<file path="config.mk">
export PLATFORM = sky130hd
export DESIGN_NAME = bf_input_buffer
export DESIGN_NICKNAME = d
export VERILOG_FILES = /design/src/rtl/bf_input_buffer_pkg.sv /design/src/rtl/bf_buffer_ram.sv /design/src/rtl/bf_input_buffer.sv
export SDC_FILE = /design/constraint.sdc
export NUM_CORES = 1
export LEC_CHECK = 0
export CORE_ASPECT_RATIO = 0.5
export CORE_UTILIZATION = 25
export DETAILED_ROUTE_END_ITERATION = 10
export SLEW_MARGIN = 20
export SYNTH_ARGS = -nofsm -noshare
export SYNTH_HDL_FRONTEND = slang
export SYNTH_HIERARCHICAL = 1
export SYNTH_SLANG_ARGS = --single-unit
</file>
<file path="constraint.sdc">
create_clock -name clk -period 5.55 [get_ports clk]
set_input_delay 1.11 -clock clk [delete_from_list [all_inputs] [get_ports clk]]
set_output_delay 1.11 -clock clk [all_outputs]
set_load 0.01 [all_outputs]
</file>
<file path="src/rtl/bf_input_buffer_pkg.sv">
// Shared FFT-stage constants and the read-side state encoding for the butterfly input buffer.
package bf_input_buffer_pkg;

  localparam int FFT_N     = 8;
  localparam int FFT_LOG_N = 3;
  localparam int MSG_WIDTH = 1;

  typedef enum logic {
    RD_IDLE = 1'b0,
    RD_READ = 1'b1
  } rd_state_e;

endpackage

</file>
<file path="src/rtl/bf_buffer_ram.sv">
// Two-bank sample store: one write port and two registered read ports; bank is the address MSB.
module bf_buffer_ram #(
  parameter int WIDTH = 32,
  parameter int AW    = 4
) (
  input  logic             clk,
  input  logic             we,
  input  logic [AW-1:0]    waddr,
  input  logic [WIDTH-1:0] wdata,
  input  logic [AW-1:0]    raddr_a,
  input  logic [AW-1:0]    raddr_b,
  output logic [WIDTH-1:0] rdata_a,
  output logic [WIDTH-1:0] rdata_b
);

  logic [WIDTH-1:0] mem [2**AW];

  // Contents are deliberately not reset; only the read registers carry state.
  always_ff @(posedge clk) begin
    if (we) mem[waddr] <= wdata;
    rdata_a <= mem[raddr_a];
    rdata_b <= mem[raddr_b];
  end

endmodule

</file>
<file path="src/rtl/bf_input_buffer.sv">
// Ping-pong buffer feeding a radix-2 butterfly: fills a bank with N samples, then
// issues N/2 operand sets (x[k], x[k+N/2], W_N^k) on consecutive cycles.
module bf_input_buffer
  import bf_input_buffer_pkg::*;
#(
  parameter int WIDTH  = 32,
  parameter int MWIDTH = MSG_WIDTH,
  parameter int N      = FFT_N,
  parameter int LOG_N  = FFT_LOG_N
) (
  input  logic              clk,
  input  logic              rst_n,
  input  logic [WIDTH-1:0]  in_data,
  input  logic              in_nd,
  input  logic [MWIDTH-1:0] in_m,
  output logic [LOG_N-2:0]  tw_addr,
  input  logic [WIDTH-1:0]  tw_data,
  output logic [WIDTH-1:0]  xa,
  output logic [WIDTH-1:0]  xb,
  output logic [WIDTH-1:0]  w,
  output logic [MWIDTH-1:0] m_out,
  output logic              x_nd,
  output logic              busy
);

  // in_nd and x_nd are valid-only strobes: a word moves on every cycle its strobe
  // is high, with no ready/backpressure in either direction.

  logic [LOG_N-1:0]  wr_ptr;
  logic              wr_bank;
  logic [1:0]        pend;
  logic [MWIDTH-1:0] meta [2];

  rd_state_e         rd_state;
  logic              rd_bank;
  logic [LOG_N-2:0]  k;

  logic              vld_q1;
  logic [MWIDTH-1:0] m_q1;
  logic [WIDTH-1:0]  ram_a;
  logic [WIDTH-1:0]  ram_b;

  logic              wrap;
  logic [1:0]        pend_eff;

  assign wrap        = in_nd & (&wr_ptr);
  assign pend_eff[0] = pend[0] | (wrap & ~wr_bank);
  assign pend_eff[1] = pend[1] | (wrap & wr_bank);
  assign tw_addr     = k;

  bf_buffer_ram #(
    .WIDTH (WIDTH),
    .AW    (LOG_N + 1)
  ) u_ram (
    .clk     (clk),
    .we      (in_nd),
    .waddr   ({wr_bank, wr_ptr}),
    .wdata   (in_data),
    .raddr_a ({rd_bank, 1'b0, k}),
    .raddr_b ({rd_bank, 1'b1, k}),
    .rdata_a (ram_a),
    .rdata_b (ram_b)
  );

  always_ff @(posedge clk or negedge rst_n) begin
    if (!rst_n) begin
      wr_ptr  <= '0;
      wr_bank <= 1'b0;
      meta[0] <= '0;
      meta[1] <= '0;
    end else if (in_nd) begin
      if (wr_ptr == '0) meta[wr_bank] <= in_m;
      wr_ptr <= wr_ptr + 1'b1;
      if (&wr_ptr) wr_bank <= ~wr_bank;
    end
  end

  always_ff @(posedge clk or negedge rst_n) begin
    if (!rst_n) begin
      rd_state <= RD_IDLE;
      rd_bank  <= 1'b0;
      k        <= '0;
      pend     <= '0;
      vld_q1   <= 1'b0;
      m_q1     <= '0;
      xa       <= '0;
      xb       <= '0;
      w        <= '0;
      m_out    <= '0;
      x_nd     <= 1'b0;
      busy     <= 1'b0;
    end else begin
      if (wrap) pend[wr_bank] <= 1'b1;

      vld_q1 <= (rd_state == RD_READ);
      m_q1   <= (rd_state == RD_READ && k == '0) ? meta[rd_bank] : '0;
      x_nd   <= vld_q1;
      xa     <= ram_a;
      xb     <= ram_b;
      w      <= tw_data;
      m_out  <= m_q1;
      // Holds through the last pair still in the pipeline after the FSM leaves READ.
      busy   <= vld_q1;

      case (rd_state)
        RD_IDLE: begin
          if (pend[rd_bank]) begin
            rd_state      <= RD_READ;
            k             <= '0;
            pend[rd_bank] <= 1'b0;
            busy          <= 1'b1;
          end
        end
        RD_READ: begin
          busy <= 1'b1;
          k    <= k + 1'b1;
          if (&k) begin
            rd_bank <= ~rd_bank;
            // A bank completing on this very edge is taken without a bubble.
            if (pend_eff[~rd_bank]) pend[~rd_bank] <= 1'b0;
            else                    rd_state       <= RD_IDLE;
          end
        end
        default: rd_state <= RD_IDLE;
      endcase
    end
  end

endmodule
</file>
=== Word-level counts from Yosys, hierarchy flattened ===
Memories as Yosys holds them, arrays and structs flattened. A register that Yosys moved wholly into a read port is not among the register bits.
Cells that the tools add are included.

* Register bits: 113
* Memory bits (writable): 512
* Input port bits: 68
* Output and inout bits: 101
* Logic and storage cells: 88
* Memories kept: 1

{| class="wikitable"
|+ Memories
! memory !! words !! bits a word !! rd ports !! clocked after Yosys merged registers in !! write ports !! line !! text
|-
| u_ram.mem || 16 || 32 || 2 || 2 || 1 || bf_buffer_ram.sv:16 || <nowiki>logic [WIDTH-1:0] mem [2**AW];</nowiki>
|}

* $add $sub $neg: 2
* $lt $le $gt $ge: 9
* Eq/ne operators: 1
* Multiplexer cells: 32
* Bitwise operators: 15
* Reductions and logical operators: 12

{| class="wikitable"
|+ Operator list
! kind !! number
|-
| $mux 1 || 18
|-
| $mux 2 || 5
|-
| $pmux 2 s2 || 2
|-
| $lt 1x2->1 const B || 3
|-
| $reduce_and 3->1 || 2
|-
| $logic_and 1x1->1 || 5
|-
| $and 2x2->2 || 2
|-
| $demux 1 s1 || 4
|-
| $ge 2x2->1 const B || 2
|-
| $not 1->2 || 2
|-
| $not 2->2 || 2
|-
| $pmux 1 s2 || 2
|-
| $reduce_and 2->1 || 2
|-
| $reduce_and 4->1 || 1
|-
| $add 3x1->3 const B || 1
|-
| $and 1x1->1 || 3
|-
| $ge 1x1->1 const B || 3
|-
| $logic_not 3->1 || 1
|-
| $not 1->1 || 3
|-
| $add 2x1->2 const B || 1
|-
| $bwmux 2 || 1
|-
| $logic_not 2->1 || 1
|-
| $lt 2x1->1 const B || 1
|-
| $ne 2x2->1 const B || 1
|-
| other kinds (2) || 3
|}

=== Longest topological paths before layout ===
Gate-level depths: netlist of the first run.

* Depth after elaboration: 10
* Gate-level depth with buffers: 5
* Mapped depth without buffers: 4

=== Cells and area by module ===
Netlist of the first run, hierarchy kept.

{| class="wikitable"
|+ By module, submodules not included
! module !! times used !! cells an instance !! area an instance (um^2) !! sequential area each (um^2)
|-
| bf_buffer_ram || 1 || 1,141 || 24,186.9 || 16,656.0
|-
| bf_input_buffer || 1 || 163 || 3,186.8 || 2,827.7
|}

=== Worst setup path after synthesis of the first run ===
Ideal clock, no wire load.

* Kind: input port to flip-flop
* Start point: input port in_nd
* End point: memory u_ram.mem[0][0], enable pin
* Library setup time: 461 ps
* Data arrival time: 3,803 ps
* Required time: 5,089 ps
* Path slack: 1,286 ps
* Cell stages on the path: 2
* Buffers on the path: 0
* Path through: or3b_2 -> nor3_1

* Longest elaborated chain between the ends: 2

{| class="wikitable"
|+ RTL lines
! item !! line !! text
|-
| start, declared || bf_input_buffer.sv:14 || <nowiki>input logic in_nd,</nowiki>
|-
| $mux 1 || bf_buffer_ram.sv:20 || <nowiki>if (we) mem[waddr] <= wdata;</nowiki>
|-
| $mux 1 (not written as such) || bf_buffer_ram.sv:20 ||
|-
| end, declared || bf_buffer_ram.sv:16 ||
|}

No other way between the ends.

=== Final worst setup path of the first run ===
* Start point: input port in_nd
* End point: memory u_ram.mem[1][14], enable pin

Same word-level chain as after synthesis.

==> reports/qor.yml, run 1 <==
timing:
  worst-slew-pin-transition_ns: 4.09
  hold_ws_ns: 0.318
  clock_skew_ns: 0.0217
  fmax_mhz: 294
  fin_crit_ns: 3.41
  rsz0062_at_grt: "false"
  setup_viol: 0
  relSlewSlack_pct: -173
  period_share_pct: 61.4
  slew_viol_final: 132
  fin_tns_setup_ns: 0
  hold_viol: 0
worst_setup_path:
  path_class: "in -> reg"
  worstPathArrival_ns: 3.72
  slowest_delay_ns: 0.84
  endpoint_kind: "flip-flop"
  rrSetupSlack_ns: 2.85
  reg2reg_from: "tw_addr[0]$_DFFE_PN0P_"
  crit_fanout: 25
  cp_slowest_cell: "clkdlybuf4s50_1"
  ff2ff_path_depth: 4
  worstPathCellList: "clkdlybuf4s50_1, or3b_2, nor2_4, buf_4"
  required_ns: 5.86
  start_kind: "primary input"
  r2r-end: "u_ram/rdata_a[31]$_DFF_P_"
route:
  drc_errors: 0
  ant_nets: 0
  wl_per_cell_um: 20.9
  drt_iter0_markers: 919
  postRouteWirelength_um: 62400
  via_per_inst: 4.58
  dr.pass1.iters: 5
  vias: 13700
hold_path:
  worst_hold_path.num_cells: 0
  hold_class: "reg -> reg"
  min_from: "u_ram/rdata_b[27]$_DFF_P_"
  whs_endpoint: "xb[27]$_DFF_PN0_"
status:
  outcome: "complete, but fails checks"
  violations: "max-slew violations"
clock_network:
  clk_latency_ns: 0.60
  clkSinkCount: 689
  clk_path_buf_depth: 3
  cts_resized: 0
  cts_tree: "done"
  postCtsSetupBuffers: 0
  clockRootBuffer: "clkbuf_16"
  clk_pin_slew_ns: 0.06
  cts_buffers: 71
  h-tree-depth: 3
  hold_buffers: 0
power_and_ir_drop:
  irDropWorstVdd_mv: 0.335
  cellLeakagePower_nw: 10.8
  powerDensity_nw_per_um2: 514
die:
  rows: 85
  dieWidth_um: 470
  die_h_um: 236
  ioPinCount: 169
  dieArea_um2: 111000
  core_area_um2: 108000
  initial_core_util_pct: 25.3
global_routing:
  grt_pass1_vias: 14700
  grt_use_total_pct: 11.1
  overflow: 0
  grt_max_degree: 137
  antenna_found_initial: 1
  grt_first_pass_wirelength_um: 92800
placed_design:
  dpl-instance-area_um2: 30900
  dp_cells: 2855
  dp_hpwl_um: 37900
  gp_congestion: 0.731
  portBuffers: 168
cells_and_area:
  final_nets: 1566
  stdcell_area_um2: 33300
  layout_common_cells: "edfxtp_1 (512), mux4_2 (256), clkdlybuf4s50_1 (167), a22oi_1 (128), dfrtp_1 (111)"
  final_common_cell: "edfxtp_1"
  syn_to_final_growth_pct: 21.8
  drive_above_1_share_pct: 27.7
  fin_util_pct: 30.8
  fin_cells: 2987
synthesis:
  synthesis.area_um2: 27400
  synth_seq_cells: 689
  syn_avg_cell_area_um2: 21.0
  synth-seq-area-share_pct: 71.2
  ys_warn_count: 6
  syn_inst: 1304
  ys_types: 35
flow_run:
  max_cap_violations: 0
per-stage QoR:
stage               worst slack [ns]  total power (W)
global placement                1.57           0.0123
CTS                             2.15           0.0173
finish                          2.14           0.0171
detailed placement              1.53           0.0124
global route                    2.03           0.0179
floorplan                       1.29           0.0106
critical path, delay by kind of cell:
kind | cells | cell delay (ns)
buffers and inverters | 2 | 1.12
AND/OR/NAND/NOR | 2 | 1.47
cells in the mapped netlist (all sizes together):
| library cell | instances | share of area [%] |
|---|---|---|
| a31oi | 2 | 0.046 |
| and2 | 3 | 0.069 |
| o22ai | 1 | 0.023 |
| or3b | 1 | 0.032 |
| nand4b | 1 | 0.032 |
| mux4 | 256 | 21 |
| clkbuf | 35 | 0.48 |
| inv | 5 | 0.069 |
| nand3b | 2 | 0.055 |
| a22oi | 128 | 3.5 |
| nand4 | 1 | 0.023 |
| a311oi | 3 | 0.096 |
| nor3 | 5 | 0.091 |
| o32ai | 1 | 0.032 |
| nor2b | 6 | 0.14 |
| ha | 5 | 0.23 |
| o21ai | 2 | 0.037 |
| and4bb | 1 | 0.046 |
| nor2 | 17 | 0.23 |
| nand2b | 3 | 0.069 |
| o41ai | 1 | 0.032 |
| nand2 | 70 | 0.96 |
| buf | 54 | 1.1 |
| xor2 | 2 | 0.064 |
| mux2i | 1 | 0.037 |
| mux2 | 4 | 0.16 |
| conb | 2 | 0.027 |
| dfrtp | 113 | 10 |
| xnor2 | 2 | 0.064 |
| nand3 | 1 | 0.018 |
| edfxtp | 512 | 56 |
| dfxtp | 64 | 4.7 |
logic make-up after synthesis:
group                      count (synthesis)  share of synthesized area (%)
adders and majority gates                  5                          0.229
buffers and inverters                     94                           1.64
DFF                                      689                           71.2
AOI/OAI and AO/OA                        138                           3.78
and+or+nand+nor                          111                           1.76
muxes                                    261                           21.3
xor gates and xnor gates                   4                          0.128
other                                      2                         0.0274
per-layer routing:
layer | vias to the layer above | part of all wire [%] | GRT usage, %
met3 | 104 | 5.0 | 1.78
met4 | 0 | 2.8 | 3.88
met5 | - | 0 | 0
li1 | 5858 | - | -
met1 | 7353 | 42 | 14.2
met2 | 379 | 51 | 19.1
layout make-up:
class                   count  area (µm²)
flip-flops and latches    689       19500
well taps                1435        1800
clock buffers              99        2110
inverters                   5        18.8
multi-input cells         527        7600
repair buffers            199        1990
diodes                      1        2.50
clock inverters            32         324
fillers                 10400       74700
worst max-delay path by stage:
stage	end	slack, ns	cells past startpoint	from
finish	u_ram/mem[1][14]$_DFFE_PP_	2.14	4	in_nd
global route	u_ram/mem[1][15]$_DFFE_PP_	2.03	4	in_nd
CTS	u_ram/mem[2][18]$_DFFE_PP_	2.15	4	in_nd
detailed placement	u_ram/mem[2][18]$_DFFE_PP_	1.53	4	in_nd
global placement	u_ram/mem[1][30]$_DFFE_PP_	1.57	4	in_nd
floorplan	u_ram/mem[0][0]$_DFFE_PP_	1.29	2	in_nd
state kept, by name, indices dropped and copies added, names as in the netlist:
name / flops
xa: 32
pend: 2
u_ram/rdata_b: 32
rd_state: 1
vld_q1: 1
wr_ptr: 3
u_ram/rdata_a: 32
tw_addr: 2
m_out: 1
w: 32
xb: 32
busy: 1
rd_bank: 1
x_nd: 1
m_q1: 1
meta: 2
wr_bank: 1
u_ram/mem: 512
report_power, final:
part           leakage, nW  switching [W]  internal [W]
clock                 1.19        0.00197       0.00291
combinational         3.14        0.00262       0.00268
sequential            6.52       0.000432       0.00652
Power figures use the tool's default switching activity.
==> run 2, diff against run 1 <==
- clock period: 5.55 -> 3.2 ns (I/O delays scaled with it)
==> run 2 against run 1 <==
  * The run still ends with max-slew violations left
  * First-iteration DRC count up 14%
  * Combinational power increased by 80%
  * Highest routed layer is now met5
  * Critical path depth decreased by 2
  * Wire length is 2.2% higher
==> reports/qor.yml, run 2 (synthesis results as in run 1) <==
clock_network:
  clkSinkCount: 689  # unchanged
  cts_buffers: 70  # -1.4%
  clk_path_buf_depth: 3  # unchanged
  postCtsSetupBuffers: 0  # unchanged
  hold_buffers: 0  # unchanged
  clockRootBuffer: "clkbuf_16"
  clk_pin_slew_ns: 0.06  # about the same
  clk_latency_ns: 0.62  # +0.02 ns
  cts_tree: "done"
  cts_resized: 0  # unchanged
  h-tree-depth: 3  # unchanged
route:
  dr.pass1.iters: 5  # unchanged
  wl_per_cell_um: 21.2  # +1.5%
  drc_errors: 0  # unchanged
  drt_iter0_markers: 1049  # +14%
  vias: 13800  # +1.1%
  via_per_inst: 4.60  # +0.40%
  postRouteWirelength_um: 63800  # +2.2%
  ant_nets: 0  # unchanged
worst_setup_path:
  required_ns: 2.56  # -3.30 ns
  ff2ff_path_depth: 3  # -1
  reg2reg_from: "rd_bank$_DFFE_PN0P_"
  r2r-end: "u_ram/rdata_a[28]$_DFF_P_"
  endpoint_kind: "output pin"
  worstPathArrival_ns: 2.03  # -1.69 ns
  path_class: "reg -> out"
  crit_fanout: 11  # -56%
  start_kind: "flip-flop"
  rrSetupSlack_ns: 0.86  # -1.99 ns
die:
  ioPinCount: 169  # unchanged
  rows: 85  # unchanged
  initial_core_util_pct: 25.3  # unchanged
  dieWidth_um: 470  # unchanged
  die_h_um: 236  # unchanged
  dieArea_um2: 111000  # unchanged
  core_area_um2: 108000  # unchanged
global_routing:
  grt_use_met1_pct: 13.9  # -0.30 points
  met2_usage_pct: 20.4  # +1.3 points
  overflow: 0  # unchanged
  grt_first_pass_wirelength_um: 96000  # +3.5%
  grt_max_degree: 109  # -20%
  grt_use_met3_pct: 2.39  # +0.61 points
  antenna_found_initial: 2  # +1
  grt_use_total_pct: 11.5  # +0.44 points
  grt_pass1_vias: 15100  # +3.0%
  grt-busiest-layer: "met2"
cells_and_area:
  fillers: 10400  # -0.51%
  fin_cells: 3008  # +0.70%
  seq_area_um2: 19500  # unchanged
  regMostFlops: "u_ram/mem"
  largest_reg_flops: 512  # unchanged
  diodes: 0  # -1
  drive_above_1_share_pct: 28.1  # +0.38 points
  final_common_cell: "edfxtp_1"
  syn_to_final_growth_pct: 22.4
  final_nets: 1588  # +1.4%
  layout_common_cells: "edfxtp_1 (512), mux4_2 (256), clkdlybuf4s50_1 (167), a22oi_1 (128), dfrtp_1 (111)"
  multi_input_area_um2: 7620  # +0.33%
timing:
  relSlewSlack_pct: -167  # +6.2 points
  setup_ws_ns: 0.525  # -1.62 ns
  hold_ws_ns: 0.124  # -0.193 ns
  clock_skew_ns: 0.0254  # +0.00372 ns
  slew_viol_final: 132  # unchanged
  setup_viol: 0  # unchanged
  worst-slew-pin-transition_ns: 4.00  # -0.0932 ns
  period_share_pct: 83.6
  fmax_mhz: 374
  fin_tns_setup_ns: 0  # unchanged
  rsz0062_at_grt: "false"
  fin_crit_ns: 2.67
  hold_viol: 0  # unchanged
placed_design:
  dp_cells: 2878  # +0.81%
  gp_congestion: 0.749  # +2.4%
  portBuffers: 168  # unchanged
  pre_cts_ws_ns: 0.489  # -1.04 ns
  dp_hpwl_um: 38100  # +0.47%
power_and_ir_drop:
  cellLeakagePower_nw: 10.9  # +0.58%
  powerDensity_nw_per_um2: 883  # +72%
  finalPower_w: 0.0296  # +73%
  irDropWorstVdd_mv: 0.494  # +47%
status:
  outcome: "complete, but fails checks"
  violations: "max-slew violations"
flow_run:
  max_cap_violations: 0  # unchanged
hold_path:
  hold_class: "in -> async"
run 2: worst max-delay path by stage:
stage / start / endpoint / slack (ns) / cells after the start
5_1_grt: tw_addr[0]$_DFFE_PN0P_ / tw_addr[0] / 0.40 / 2
3_3_place_gp: in_nd / u_ram/mem[0][16]$_DFFE_PP_ / 0.48 / 4
6_report: tw_addr[0]$_DFFE_PN0P_ / tw_addr[0] / 0.53 / 2
4_1_cts: tw_addr[0]$_DFFE_PN0P_ / tw_addr[0] / 0.45 / 2
3_5_place_dp: in_nd / u_ram/mem[0][19]$_DFFE_PP_ / 0.49 / 4
2_1_floorplan: in_nd / u_ram/mem[1][0]$_DFFE_PP_ / 0.28 / 2
run 2: area by class of cell:
class,instances,share of cell area (%)
Clock buffer,92,5.69
Clock inverter,38,0.978
Inverter,5,0.0560
Multi-Input combinational cell,527,22.7
Sequential cell,689,58.2
Tap cell,1435,5.36
Timing Repair Buffer,222,7.01
run 2: through the flow:
stage	util, %	cell area (µm²)
global route	31.0	33500
CTS	31.0	33500
finish	31.0	33500
global placement	28.9	31300
detailed placement	28.9	31300
floorplan	-	27400
run 2: where the power goes:
| group | switching (W) | internal, W | total, W |
|---|---|---|---|
| Combinational | 0.00466 | 0.00487 | 0.00953 |
| Sequential | 0.000745 | 0.0113 | 0.0121 |
| Clock | 0.00350 | 0.00450 | 0.00800 |
run 2: metal layers:
metal / wire [µm] / share of wire, % / vias up
li1: - / - / 5916
met1: 25100 / 39 / 7428
met2: 33300 / 52 / 365
met3: 3350 / 5.3 / 132
met4: 1980 / 3.1 / 4
met5: 27 / 0.042 / -
run 2: critical path, cell delays in order, from the launching register on:
cell and delay [ns]:
dfrtp_4 0.58, buf_4 0.28, clkdlybuf4s50_1 0.57
==> patch 1, RTL diff (flow settings as in run 2) <==
`WIDTH` is set to 32 in 2 places; all go to 16.
--- a/src/rtl/bf_buffer_ram.sv
+++ b/src/rtl/bf_buffer_ram.sv
@@ -2,3 +2,3 @@
 module bf_buffer_ram #(
-  parameter int WIDTH = 32,
+  parameter int WIDTH = 16,
   parameter int AW    = 4
--- a/src/rtl/bf_input_buffer.sv
+++ b/src/rtl/bf_input_buffer.sv
@@ -5,3 +5,3 @@
 #(
-  parameter int WIDTH  = 32,
+  parameter int WIDTH  = 16,
   parameter int MWIDTH = MSG_WIDTH,
Interface: changed (5 resized); port bits go from 169 to 89. The function was not compared with the original's and may differ.
==> patch 1 against run 2 <==
- the flow still finishes with violations (slew limit)
- wire length decreased by 50%
- worst setup slack improved by 0.16 ns
- die area decreased by 47%
- cell area decreased by 48%
- maximum frequency increased by 6.3%
- sequential cell count decreased by 336
- power decreased by 48%
- synthesized area decreased by 48%
- synthesized cell count decreased by 46%
- critical path type unchanged
- critical endpoint is now tw_addr[1]
- highest routed layer is now met4
==> patch 1: results (changes against run 2) <==
STA
  – Worst-case clock skew: 0.0140 ns (was 0.0254 ns)
  – Slew Viols, Final: 51 (was 132)
  – Slew HR: -0.168 (was -1.67)

Status
  – Failing checks: slew limit (unchanged)
  – Status: finished, violations left (unchanged)

Route
  – Vias: 7,318 (was 13.8k)
  – Routed met1 length: 12,500 um (was 25,100 um)
  – Initial DRC count: 599 (was 1,049)

Worst setup path
  – Crit-path max cell delay: 0.73 ns (was 0.58 ns)
  – CP arrival: 1.88 ns (was 2.03 ns)
  – Flop-to-flop setup slack: 1.00 ns (was 0.86 ns)
  – FF-to-FF Start: tw_addr[0]$_DFFE_PN0P_ (was rd_bank$_DFFE_PN0P_)
  – Crit Path Max Fanout: 32 (was 11)

GRT
  – Antenna violations before repair: 0 (was 2)
  – Number of global-route vias before repair: 7,715 (was 15.1k)
  – Largest net degree at the start of global routing: 66 (was 109)

Yosys
  – Top post-synthesis cells by area: edfxtp_1, mux4_2, dfrtp_1, dfxtp_1, mux4_1 (was edfxtp_1, mux4_2, dfrtp_1, dfxtp_1, a22oi_1)
  – Post-synthesis mux area share: 0.211 (was 0.213)
  – Synth Area in Compound Gates: 0.0385 (was 0.0378)
  – Async S/R FF share, synth: 0.184 (was 0.164)
  – Post-synthesis sequential area ratio: 0.693 (was 0.712)

Place
  – DP HPWL: 20,600 um (was 38,100 um)
  – Port bufs: 88 (was 168)

Cells and area
  – Number of flip-flops in the largest register: 256 (was 512)

Clocking
  – CTS H-tree depth: 2 (was 3)

Power
  – Peak supply drop: 0.000444 V (was 0.000494 V)
-- patch 1: through the flow --
stage                     hold WS, ns  std cells  instance area, um2  power [uW]   util
after floorplan                 0.316        706               14400        9610      -
after global placement          0.320       1536               16200       11100  0.289
after detailed placement        0.320       1536               16200       11200  0.289
after CTS                       0.276       1605               17400       15600  0.311
after global routing            0.298       1605               17400       16200  0.311
final                           0.221       1605               17400       15500  0.311
-- patch 1: power by group through the flow --
stage	logic, uW	clock network (uW)	registers (uW)
floorplan	3320	0	6290
global placement	4750	0	6370
detailed placement	4800	0	6410
CTS	4820	4440	6330
global route	5160	4630	6420
finish	4800	4330	6320
-- patch 1: logic make-up (layout without fill, tap and decap cells) --
| kind of cell | count (synthesis) | count (layout) |
|---|---|---|
| xor+xnor | 4 | 4 |
| simple gates | 79 | 79 |
| compound gates | 74 | 74 |
| fa+ha+maj | 5 | 5 |
| mux | 133 | 133 |
| flops | 353 | 353 |
| buf+inv | 50 | 193 |
| other cells | 2 | 8 |
-- patch 1: layout make-up --
cell class / instances / area, um2 / share of cell area
Inverter: 5 / 18.8 / 0.00108
Tap cell: 756 / 946 / 0.0542
Multi-Input combinational cell: 303 / 4100 / 0.235
Clock inverter: 13 / 126 / 0.00724
Clock buffer: 56 / 1130 / 0.0650
Timing Repair Buffer: 119 / 1160 / 0.0666
Sequential cell: 353 / 9960 / 0.571
-- patch 1: metal layers --
metal  vias up  GRT usage
li1       3174          -
met1      3875      0.131
met2       209      0.202
met3        60     0.0151
met4         0     0.0413
met5         -          0
==> patch 2, RTL diff (config.mk and constraints of run 2) <==
Made on the original files. Put one more register stage on the output `xa`, cleared by the reset. The value now appears one clock later. The other outputs are not delayed to match.
--- a/src/rtl/bf_input_buffer.sv
+++ b/src/rtl/bf_input_buffer.sv
@@ -24,2 +24,4 @@
 );
+
+  logic [WIDTH-1:0] xa_s0;
 
@@ -85,3 +87,3 @@
       m_q1     <= '0;
-      xa       <= '0;
+      xa_s0    <= '0;
       xb       <= '0;
@@ -97,3 +99,3 @@
       x_nd   <= vld_q1;
-      xa     <= ram_a;
+      xa_s0  <= ram_a;
       xb     <= ram_b;
@@ -128,2 +130,10 @@
 
+  always_ff @(posedge clk or negedge rst_n) begin
+    if (!rst_n) begin
+      xa <= '0;
+    end else begin
+      xa <= xa_s0;
+    end
+  end
+
 endmodule
Function: changed (Yosys sat finds a counterexample within 4 cycles, from zero or initial values and one cycle with rst_n low).
==> patch 2 against run 2 <==
- largest cell class unchanged
- combinational power about the same
- clock power increased by 8.6%
- final cell count increased by 3.6%
- sequential power increased by 6%
- the run still ends with slew limit left
- critical path type unchanged
- synthesized area increased by 2.9%
- cell area increased by 3.5%
- sequential cell count increased by 32
- worst setup slack got worse by 0.062 ns
- maximum frequency decreased by 2.3%
- power increased by 4.9%
- largest power group unchanged
- critical endpoint unchanged
- wire length increased by 0.70%
==> patch 2: results (changes against run 2) <==
Place
  – DP HPWL: 40,200 um (was 38,100 um)
  – RD Place Congestion: 0.747 (was 0.749)
  – Pre-CTS setup slack: 0.452 ns (was 0.489 ns)

Cells and area
  – Layout cells sized above 1: 0.285 (was 0.281)
  – Fillers: 10.6k (was 10.4k)
  – Post-Layout Inst Area: 34,700 um2 (was 33,500 um2)
  – Number of nets in the final layout: 1,629 (was 1,588)

Yosys
  – Post-synthesis sequential area ratio: 0.720 (was 0.712)
  – Top post-synthesis cells by area: edfxtp_1, mux4_2, dfrtp_1, dfxtp_1, a22oi_1 (unchanged)
  – Top post-synthesis cells by count: edfxtp_1, mux4_2, dfrtp_1 (was edfxtp_1, mux4_2, a22oi_1)

Power
  – Peak supply drop: 0.000431 V (was 0.000494 V)
  – Pint: 21,900 uW (was 20,700 uW)
  – Static leakage: 0.0115 uW (was 0.0109 uW)

Status
  – Failing checks: slew limit (unchanged)
  – Status: finished, violations left (unchanged)

STA
  – Worst-case clock skew: 0.0229 ns (was 0.0254 ns)
  – Slew Viols, Final: 132 (unchanged)

Worst setup path
  – Flop-to-flop setup slack: 0.89 ns (was 0.86 ns)
  – Reg2reg end: u_ram/rdata_a[1]$_DFF_P_ (was u_ram/rdata_a[28]$_DFF_P_)
  – Crit Path Max Fanout: 20 (was 11)
  – FF-to-FF Start: tw_addr[0]$_DFFE_PN0P_ (was rd_bank$_DFFE_PN0P_)

Clocking
  – CTS Buf Count: 75 (was 70)

GRT
  – Number of global-route vias before repair: 15.0k (was 15.1k)
  – Total GRT Usage: 0.112 (was 0.115)
  – Largest net degree at the start of global routing: 61 (was 109)
  – First-pass GRT wire length: 95,800 um (was 96,000 um)

Route
  – DRT Wirelength: 64,200 um (was 63,800 um)
  – Vias: 14.0k (was 13.8k)
  – Initial DRC count: 992 (was 1,049)
  – Pre-antenna DRT Iters: 4 (was 5)

Worst hold path
  – Worst hold path class: flop to flop (was input pin to asynchronous set/reset pin)
==> patch 2: layout make-up <==
class,count,share of cell area
Inverter,5,0.000541
Tap cell,1496,0.0539
Multi-Input combinational cell,527,0.220
Clock buffer,109,0.0647
Timing Repair Buffer,226,0.0690
Sequential cell,721,0.585
Clock inverter,31,0.00732
==> patch 2: worst max-delay path by stage <==
stage                                      start                          to  slack [ns]
after floorplan                            in_nd   u_ram/mem[1][0]$_DFFE_PP_        0.28
after global placement                     in_nd  u_ram/mem[1][21]$_DFFE_PP_        0.48
after detailed placement                   in_nd  u_ram/mem[2][21]$_DFFE_PP_        0.45
after CTS                 tw_addr[0]$_DFFE_PN0P_                  tw_addr[0]        0.41
after global routing      tw_addr[0]$_DFFE_PN0P_                  tw_addr[0]        0.36
final                     tw_addr[0]$_DFFE_PN0P_                  tw_addr[0]        0.46
==> patch 2: metrics by stage <==
| step | total power (uW) | std cells |
|---|---|---|
| global placement | 22400 | 2974 |
| floorplan | 19000 | 1342 |
| global route | 32500 | 3115 |
| CTS | 31300 | 3115 |
| finish | 31000 | 3115 |
| detailed placement | 22600 | 2974 |
==> patch 2: logic make-up (layout without fill, tap and decap cells) <==
family / Yosys count / in the layout / share of synthesized area
flops: 721 / 721 / 0.720
mux: 261 / 261 / 0.207
compound gates: 138 / 138 / 0.0367
simple gates: 111 / 111 / 0.0171
buf+inv: 94 / 371 / 0.0159
fa+ha+maj: 5 / 5 / 0.00222
xor+xnor: 4 / 4 / 0.00124
other cells: 2 / 8 / 0.000267
==> patch 2: per-layer routing <==
metal  vias to the layer above  global-route usage  wire length (um)
li1                       6035                   -                 -
met1                      7557               0.142             26700
met2                       339               0.195             32700
met3                       110              0.0198              3100
met4                         2              0.0359              1660
met5                         -                   0                 9
